--- config.mk ---
export PLATFORM = sky130hd
export DESIGN_NAME = imem_stream_loader
export DESIGN_NICKNAME = d
export VERILOG_FILES = /design/src/rtl/MIPS_pkg.sv /design/src/rtl/imem_stream_loader.sv
export SDC_FILE = /design/constraint.sdc
export NUM_CORES = 1
export LEC_CHECK = 0
export ABC_AREA = 0
export BUFFER_PORTS_ARGS = -buffer_cell sky130_fd_sc_hd__buf_4
export CAP_MARGIN = 20
export CORE_ASPECT_RATIO = 1.75
export CORE_UTILIZATION = 40
export CTS_CLUSTER_SIZE = 25
export DETAILED_ROUTE_END_ITERATION = 10
export PLACE_DENSITY = 0.65
export RECOVER_POWER = 25
export SLEW_MARGIN = 10
export SYNTH_ARGS = -nofsm -noshare
export SYNTH_HDL_FRONTEND = slang
export SYNTH_SLANG_ARGS = --single-unit
--- constraint.sdc ---
create_clock -name clk -period 3.4 [get_ports clk]
set_input_delay 0.34 -clock clk [delete_from_list [all_inputs] [get_ports clk]]
set_output_delay 0.34 -clock clk [all_outputs]
set_load 0.05 [all_outputs]
--- src/rtl/MIPS_pkg.sv ---
// Shared types and constants for the mips_16 instruction-memory loader.
// The state enum is exported so benches and checkers can decode the
// loader's debug state output without duplicating the encoding.
package MIPS_pkg;

   // mips_16 instruction word width and instruction memory depth
   localparam int INSTR_W    = 16;
   localparam int IMEM_DEPTH = 256;

   // Default pad word written to unused instruction memory locations
   localparam logic [INSTR_W-1:0] MIPS_NOP = 16'h0000;

   // Loader sequencing states
   typedef enum logic [2:0] {
      LS_IDLE  = 3'd0,
      LS_LOAD  = 3'd1,
      LS_FILL  = 3'd2,
      LS_DRAIN = 3'd3,
      LS_DONE  = 3'd4,
      LS_ERR   = 3'd5
   } loader_state_e;

endpackage

--- src/rtl/imem_stream_loader.sv ---
// Streams a program image into the instruction memory write port.
// Words arrive on a valid/ready stream and are written to consecutive
// addresses starting at 0; optionally the remainder of the memory is
// padded with NOP_WORD. The core is held in reset until the image is
// complete. An image longer than the memory is swallowed to its last
// word and then flagged as an error.
//
// Handshake: a stream word is transferred on a rising clock edge where
// in_valid and in_ready are both high. in_ready depends only on the
// loader state (never on in_valid), and a source seeing in_ready low
// holds in_valid, in_data and in_last stable until the transfer.
module imem_stream_loader
   import MIPS_pkg::*;
#(
   parameter int                 DATA_W   = INSTR_W,
   parameter int                 DEPTH    = IMEM_DEPTH,
   parameter int                 FILL_EN  = 1,
   parameter logic [DATA_W-1:0]  NOP_WORD = DATA_W'(MIPS_NOP),
   localparam int                ADDR_W   = $clog2(DEPTH)
) (
   input  logic                clk,
   input  logic                rst,
   input  logic                start,
   input  logic                in_valid,
   input  logic [DATA_W-1:0]   in_data,
   input  logic                in_last,
   output logic                in_ready,
   output logic                mem_we,
   output logic [ADDR_W-1:0]   mem_addr,
   output logic [DATA_W-1:0]   mem_wdata,
   output logic                core_hold,
   output logic                done,
   output logic                err,
   output logic [ADDR_W:0]     word_count,
   output logic [DATA_W-1:0]   checksum,
   output loader_state_e       dbg_state
);

   loader_state_e        state;
   loader_state_e        state_nxt;
   logic [ADDR_W-1:0]    pad_addr;
   logic [ADDR_W-1:0]    pad_addr_nxt;
   logic                 mem_we_nxt;
   logic [ADDR_W-1:0]    mem_addr_nxt;
   logic [DATA_W-1:0]    mem_wdata_nxt;
   logic                 core_hold_nxt;
   logic                 done_nxt;
   logic                 err_nxt;
   logic [ADDR_W:0]      word_count_nxt;
   logic [DATA_W-1:0]    checksum_nxt;
   logic                 accept;

   // Stream acceptance: ready only while taking (LOAD) or discarding (DRAIN) words
   always_comb begin
      in_ready = (state == LS_LOAD) || (state == LS_DRAIN);
      accept   = in_valid && in_ready;
   end

   // Next-state and next-output decode; every write is registered so it
   // appears on the memory port one cycle after the word is accepted
   always_comb begin
      state_nxt      = state;
      pad_addr_nxt   = pad_addr;
      mem_we_nxt     = 1'b0;
      mem_addr_nxt   = mem_addr;
      mem_wdata_nxt  = mem_wdata;
      core_hold_nxt  = core_hold;
      done_nxt       = done;
      err_nxt        = err;
      word_count_nxt = word_count;
      checksum_nxt   = checksum;

      case (state)
         LS_IDLE: begin
            word_count_nxt = '0;
            checksum_nxt   = '0;
            done_nxt       = 1'b0;
            err_nxt        = 1'b0;
            core_hold_nxt  = 1'b1;
            if (start) begin
               state_nxt = LS_LOAD;
            end
         end

         LS_LOAD: begin
            if (accept) begin
               mem_we_nxt     = 1'b1;
               mem_addr_nxt   = word_count[ADDR_W-1:0];
               mem_wdata_nxt  = in_data;
               word_count_nxt = word_count + (ADDR_W+1)'(1);
               checksum_nxt   = checksum + in_data;
               if (in_last) begin
                  if ((FILL_EN != 0) && (int'(word_count) + 1 < DEPTH)) begin
                     state_nxt    = LS_FILL;
                     pad_addr_nxt = word_count[ADDR_W-1:0] + ADDR_W'(1);
                  end else begin
                     state_nxt     = LS_DONE;
                     done_nxt      = 1'b1;
                     core_hold_nxt = 1'b0;
                  end
               end else if (int'(word_count) == DEPTH - 1) begin
                  // Memory is now full; anything else the source sends is surplus
                  state_nxt = LS_DRAIN;
               end
            end
         end

         LS_FILL: begin
            mem_we_nxt    = 1'b1;
            mem_addr_nxt  = pad_addr;
            mem_wdata_nxt = NOP_WORD;
            if (int'(pad_addr) == DEPTH - 1) begin
               state_nxt     = LS_DONE;
               done_nxt      = 1'b1;
               core_hold_nxt = 1'b0;
            end else begin
               pad_addr_nxt = pad_addr + ADDR_W'(1);
            end
         end

         LS_DRAIN: begin
            if (accept && in_last) begin
               state_nxt     = LS_ERR;
               err_nxt       = 1'b1;
               core_hold_nxt = 1'b1;
            end
         end

         LS_DONE, LS_ERR: begin
            if (start) begin
               state_nxt      = LS_LOAD;
               word_count_nxt = '0;
               checksum_nxt   = '0;
               done_nxt       = 1'b0;
               err_nxt        = 1'b0;
               core_hold_nxt  = 1'b1;
            end
         end

         default: begin
            state_nxt = LS_IDLE;
         end
      endcase
   end

   // State and output registers; reset releases nothing to the core
   always_ff @(posedge clk or negedge rst) begin
      if (!rst) begin
         state      <= LS_IDLE;
         pad_addr   <= '0;
         mem_we     <= 1'b0;
         mem_addr   <= '0;
         mem_wdata  <= '0;
         core_hold  <= 1'b1;
         done       <= 1'b0;
         err        <= 1'b0;
         word_count <= '0;
         checksum   <= '0;
      end else begin
         state      <= state_nxt;
         pad_addr   <= pad_addr_nxt;
         mem_we     <= mem_we_nxt;
         mem_addr   <= mem_addr_nxt;
         mem_wdata  <= mem_wdata_nxt;
         core_hold  <= core_hold_nxt;
         done       <= done_nxt;
         err        <= err_nxt;
         word_count <= word_count_nxt;
         checksum   <= checksum_nxt;
      end
   end

   // Expose the sequencer state for debug and checkers
   always_comb begin
      dbg_state = state;
   end

endmodule
==> results of run 1 <==
## Yosys cell counts (5+ instances only)
| cell | n | share of area |
|---|---|---|
| nand2_1 | 89 | 0.087 |
| dfrtp_1 | 63 | 0.41 |
| a21oi_1 | 36 | 0.047 |
| nor2_1 | 32 | 0.031 |
| o21ai_0 | 32 | 0.042 |
| ha_1 | 18 | 0.059 |
| nand3_1 | 18 | 0.024 |
| clkbuf_1 | 13 | 0.013 |
| inv_1 | 11 | 0.011 |
| xnor2_1 | 11 | 0.025 |
| nor3_1 | 9 | 0.012 |
| xor2_1 | 9 | 0.021 |
| a31oi_1 | 8 | 0.013 |
| a21o_1 | 5 | 0.0098 |
| and3_1 | 5 | 0.0082 |
| nor2b_1 | 5 | 0.0082 |
| o211ai_1 | 5 | 0.0098 |
## cell families (layout without fill, tap and decap cells)
logic type                 after synthesis  after routing  share of synthesized area
xor gates and xnor gates                20             20                     0.0459
adders and majority gates               19             19                     0.0642
buffers and inverters                   32            109                     0.0390
muxes                                    5              5                     0.0138
DFF                                     64             64                      0.420
and+or+nand+nor                        181            181                      0.223
AOI/OAI and AO/OA                      117            117                      0.195
## path summary, 6_finish.rpt
check / slack (ns) / start / cells after the start / to
worst max-delay path: 0.82 / dbg_state[1] / 8 / pad_addr[6]
worst min-delay path: 0.21 / in_data[2] / 3 / mem_wdata[2]
worst max register to register: 0.82 / dbg_state[1] / 8 / pad_addr[6]
worst min register to register: 0.50 / mem_wdata[0] / 2 / mem_wdata[0]
max in group asynchronous: 2.03 / rst / 1 / mem_wdata[13]
min in group asynchronous: 0.42 / rst / 1 / dbg_state[1]
## state kept, by name, summed over array words and instances (netlist names)
name / count
done: 1
err: 1
pad_addr: 8
mem_we: 1
checksum: 16
dbg_state: 3
core_hold: 1
word_count: 9
mem_wdata: 16
mem_addr: 8
## per-stage QoR
step	instances	utilization	power [W]	hold WS, ns	worst slack, ns
6_report	635	0.523	0.00498	0.212	0.816
5_1_grt	635	0.523	0.00528	0.207	0.600
4_1_cts	635	0.524	0.00500	0.134	0.816
3_5_place_dp	620	0.490	0.00402	0.486	0.850
3_3_place_gp	620	0.490	0.00398	0.485	0.859
2_1_floorplan	438	-	0.00324	0.0444	0.939
## worst max-delay path: cells and delay by family (launching register included)
| family | cells | cell delay (ns) |
|---|---|---|
| DFF | 1 | 0.64 |
| and+or+nand+nor | 4 | 1.09 |
| AOI/OAI and AO/OA | 3 | 0.48 |
| adders and majority gates | 1 | 0.25 |
## per-layer routing
layer / wire, microns / up-vias
met1: 3960 / 1691
met5: 0 / -
li1: - / 1699
met2: 6020 / 81
met4: 291 / 0
met3: 314 / 22
## placed cells by master, fill, tap and decap left out, types with 3 or more instances in the layout
cell | netlist | final
nand2_1 | 89 | 89
buf_4 | 1 | 82
dfrtp_1 | 63 | 63
a21oi_1 | 36 | 36
nor2_1 | 32 | 32
o21ai_0 | 32 | 31
nand3_1 | 18 | 18
ha_1 | 18 | 18
inv_1 | 11 | 11
xnor2_1 | 11 | 11
nor3_1 | 9 | 9
xor2_1 | 9 | 9
clkbuf_16 | 0 | 9
a31oi_1 | 8 | 8
and3_1 | 5 | 5
nor2b_1 | 5 | 5
a21o_1 | 5 | 5
o211ai_1 | 5 | 5
nor3b_1 | 3 | 3
or3_1 | 3 | 3
o22ai_1 | 3 | 3
a22o_1 | 3 | 3
a211oi_1 | 3 | 3
mux2i_1 | 3 | 3
## area by class of cell
| class | instances | area share |
|---|---|---|
| multi-input cells | 342 | 0.432 |
| flip-flops and latches | 64 | 0.335 |
| repair buffers | 83 | 0.130 |
| clock buffers | 11 | 0.0486 |
| well taps | 120 | 0.0314 |
| clock inverters | 4 | 0.0146 |
| inverters | 11 | 0.00862 |
## where the power goes
| group | internal [W] | switching [W] |
|---|---|---|
| logic | 0.000873 | 0.00179 |
| registers | 0.00105 | 0.000300 |
| clock network | 0.000635 | 0.000330 |
| total | 0.00256 | 0.00242 |
==> results_dict.tcl, run 1 <==
set metrics [dict create \
    run_status "complete, but fails checks" \
    failed_checks "capacitance limit, slew limit" \
    crit_path_cell_trace "or3b_1 -> nand2_1 -> nand2_1 -> ha_1 -> o21ai_0 -> o21ai_0 -> a21oi_1 -> nor3b_1" \
    met2_usage 0.416 \
    num_antenna_cells 0 \
    cts_hold_buf 0 \
    critPathRequiredTime_ns 3.61 \
    syn_avg_cell_area_sq_um 8.72 \
    num_vias 3493 \
    fmax_ghz 0.387 \
    fin_nets 551 \
    ys_ff_latch 64 \
    setup_viol 0 \
    placement.io_buffers 77 \
    cap_violations 1 \
    synth_edf_count 0 \
    finalSetupTns_ns 0 \
    wire_per_inst_microns 16.7 \
    placedInstanceArea_sq_um 4490 \
    slew_violations 65 \
    power_density_nw_per_um2 1040 \
    grt-busiest-layer "met2" \
    totalWireLength_microns 10600 \
    peakVddDrop_mv 0.511 \
    start_kind "flop" \
    seq_area_sq_um 1600 \
    initial_core_util 0.417 \
    gp_congestion 0.863 \
    via_per_inst 5.50 \
    design.die.area_sq_um 9960 \
    cpPeakStageDelay_ns 0.66 \
    post-route-drc-count 0 \
    grt_setup_unrepaired "false" \
    hold_viol_final 0 \
    antenna_found_initial 0 \
    clockBufferDepth 2 \
    drive_above_1_share 0.217 \
    clock_latency_ns 0.33 \
    overflow 0 \
    yosysUniqueCellTypes 63 \
    first_global_vias 3551 \
    fill_cells 865 \
    core_sq_um 9150 \
    cts.sinks 64 \
    crit_fanout 17 \
    finalCritPeriodShare 0.760 \
    synthesis.area_sq_um 3820 \
    grt_start_max_net_pins 65 \
    io-pin-count 78 \
    cts_resized 0 \
    cp.arrival_ns 2.79 \
    drt_iter0_drc 154 \
    synthesis.nets 478 \
    dp_hpwl_microns 7630 \
    end_kind "flop" \
    syn_inst 438 \
    die_width_microns 75.9 \
    fin_area_sq_um 4790 \
    grt_pass1_wl_microns 17300 \
    async_reset_ff_frac 1.00 \
    crit_slowest_cell "or3b_1" \
    antenna_left 0 \
    hold_class "primary input to flop" \
    fin_crit_ns 2.58 \
    use_met3 0.0452 \
    use_met1 0.246 \
    path_class "flop to flop" \
    cts_buffers 9 \
    die_h_microns 131 \
    layout-area-overhead-vs-synth_pct 25.4 \
    worst_pin_slew_ns 1.61 \
    multiInputGateArea_sq_um 2070 \
    synth_seq_area_share 0.420 \
    clockRootBuffer "clkbuf_16" \
    yosys_warnings 0 \
    dr.pass1.iters 4 \
    rows 46 \
    grt.total_usage 0.231 \
    cts_setup_buffers 0 \
    slew-limit-headroom -0.0740 \
    synth_ff_type "dfrtp_1" \
    cts_tree "yes" \
    power_leakage_nw 2.22 \
    clock_skew_ns 0.00777 \
    path_clk_slew_ns 0.06 \
    h-tree-depth 3 \
]
Power figures use the tool's default switching activity.
==> run 2: changes to the inputs <==
PLACE_DENSITY = 0.68   (was 0.65)
clock period = 2.2 ns   (was 3.4 ns; I/O delays follow)
==> run 2 against run 1 <==
- the flow still finishes with violations (capacitance limit, slew limit)
- die area unchanged
- worst hold slack got worse by 0.11 ns
- non-clock buffer count is 34 higher
==> results_dict.tcl, run 2 (synthesis results as in run 1) <==
set metrics [dict create \
    fin_nets 585 \
    num_vias 3690 \
    grt.total_usage 0.242 \
    cp_top_family "compound AO/OA/AOI/OAI gates" \
    cts_buffers 9 \
    drive_above_1_share 0.333 \
    cp.arrival_ns 2.33 \
    via_per_inst 5.51 \
    clock_skew_ns 0.00750 \
    overflow 0 \
    cts.sinks 64 \
    p_comb_frac 0.565 \
    slew-limit-headroom -0.0786 \
    path_class "flop to flop" \
    cts_tree "yes" \
    dr.pass1.iters 4 \
    layout_commonest_cell "buf_4" \
    h-tree-depth 3 \
    critPathBufInv 1 \
    first_global_vias 3697 \
    antenna_left 0 \
    clockRootBuffer "clkbuf_16" \
    end_kind "flop" \
    grt_setup_unrepaired "true" \
    fmax_ghz 0.474 \
    clock_latency_ns 0.34 \
    slew_violations 65 \
    setup_viol 0 \
    final_cells 670 \
    post-route-drc-count 0 \
    top_layer_used "met4" \
    grt_pass1_wl_microns 18100 \
    die_width_microns 75.9 \
    peakVddDrop_mv 0.749 \
    largestRegisters "checksum: 16 flops, mem_wdata: 16 flops, word_count: 9 flops" \
    worst_pin_slew_ns 1.62 \
    hold_class "primary input to flop" \
    num_antenna_cells 0 \
    grt_start_max_net_pins 65 \
    crit_fanout 3 \
    gp_congestion 0.904 \
    cap_violations 1 \
    critPathRequiredTime_ns 2.42 \
    dp_hpwl_microns 8390 \
    finalCritPeriodShare 0.959 \
    io-pin-count 78 \
    fin_crit_ns 2.11 \
    met1_length_microns 4040 \
    failed_checks "capacitance limit, slew limit" \
    p_clk_frac 0.186 \
    clockBufferDepth 2 \
    switching_share 0.477 \
    finalSetupTns_ns 0 \
    drt_iter0_drc 173 \
    intPower_w 0.00429 \
    wire_per_inst_microns 16.9 \
    dr_wl_met3_microns 358 \
    crit_slowest_cell "dfrtp_2" \
    die_h_microns 131 \
    hold_viol_final 0 \
    wl_met2_microns 6460 \
    rows 46 \
    initial_core_util 0.417 \
    pwr-share-seq 0.249 \
    final_cell_mix "114 x buf_4, 88 x nand2_1, 48 x dfrtp_1, 34 x a21oi_1, 32 x nor2_1" \
    path_clk_slew_ns 0.05 \
    dp.cells 648 \
    totalWireLength_microns 11300 \
    cpPeakStageDelay_ns 0.38 \
    crit_path_cell_trace "ha_4 -> inv_1 -> nor4_2 -> ha_1 -> o41a_1 -> a21oi_2 -> nor2b_4 -> o221a_2" \
    design.die.area_sq_um 9960 \
    power_leakage_nw 2.39 \
    placement.io_buffers 77 \
    start_kind "flop" \
    power_density_nw_per_um2 1570 \
    layout-area-overhead-vs-synth_pct 37.0 \
    antenna_found_initial 0 \
    fill_cells 825 \
    run_status "complete, but fails checks" \
    netSwitchingPower_w 0.00391 \
    core_sq_um 9150 \
]
run 2: cell types whose count changed in the layout (fill, tap and decap cells not counted), moves of 4 or more:
cell,change
dfrtp_2,+15
o21ai_1,+5
buf_4,+32
dfrtp_1,-15
ha_1,-5
o21ai_0,-5
clkbuf_8,+4
run 2: power by group through the flow:
stage | logic, W | clock network (W) | registers [W]
6_report | 0.00463 | 0.00153 | 0.00204
5_1_grt | 0.00496 | 0.00157 | 0.00209
4_1_cts | 0.00454 | 0.00154 | 0.00203
3_5_place_dp | 0.00449 | 0 | 0.00204
3_3_place_gp | 0.00442 | 0 | 0.00202
2_1_floorplan | 0.00187 | 0 | 0.00321
run 2: timing repair:
| action | 4_1_cts | 5_1_grt |
|---|---|---|
| hold buffers | 0 | 0 |
| cloned | 0 | 0 |
| endpoints found under the setup margin | 8 | 14 |
| setup buffers | 2 | 4 |
| gates resized for setup | 4 | 22 |
| pin swaps | 0 | 18 |
run 2: final cells by class:
cell class	count	area [sq um]	area share
clock buffers	14	284	0.0543
clock inverters	2	35.0	0.00670
repair buffers	117	892	0.170
multi-input cells	342	2200	0.421
flip-flops and latches	64	1620	0.310
well taps	120	150	0.0287
inverters	11	45.0	0.00861
run 2: final timing paths:
kind	start	endpoint	cells after the start	slack, ns
max in group asynchronous	rst	word_count[1]	1	0.82
max	word_count[1]	pad_addr[4]	8	0.09
min in group asynchronous	rst	checksum[2]	1	0.30
min reg2reg	err	err	2	0.50
max reg2reg	word_count[1]	pad_addr[4]	8	0.09
min	in_data[0]	mem_wdata[0]	3	0.1
run 2: metrics by stage:
step	instance area (sq um)	setup WS [ns]	power [W]	hold WS, ns	util
floorplan	3890	-0.0286	0.00509	-0.0756	-
global placement	4760	-0.145	0.00644	0.375	0.520
detailed placement	4760	-0.213	0.00653	0.378	0.520
CTS	5110	-0.0108	0.00810	0.0229	0.559
global route	5230	-0.0135	0.00863	0.103	0.572
finish	5230	0.0904	0.00820	0.0973	0.572
run 2: metal layers:
layer | vias to the layer above | GRT usage
met4 | 0 | 0.128
li1 | 1773 | -
met1 | 1794 | 0.248
met3 | 29 | 0.0383
met2 | 94 | 0.441
met5 | - | 0
run 2: worst register-to-register path: cells and delay by family (launching register included):
| family | cells | cell delay (ns) |
|---|---|---|
| compound gates | 3 | 0.77 |
| fa+ha+maj | 2 | 0.46 |
| flops | 1 | 0.38 |
| simple gates | 2 | 0.34 |
| buf+inv | 1 | 0.04 |
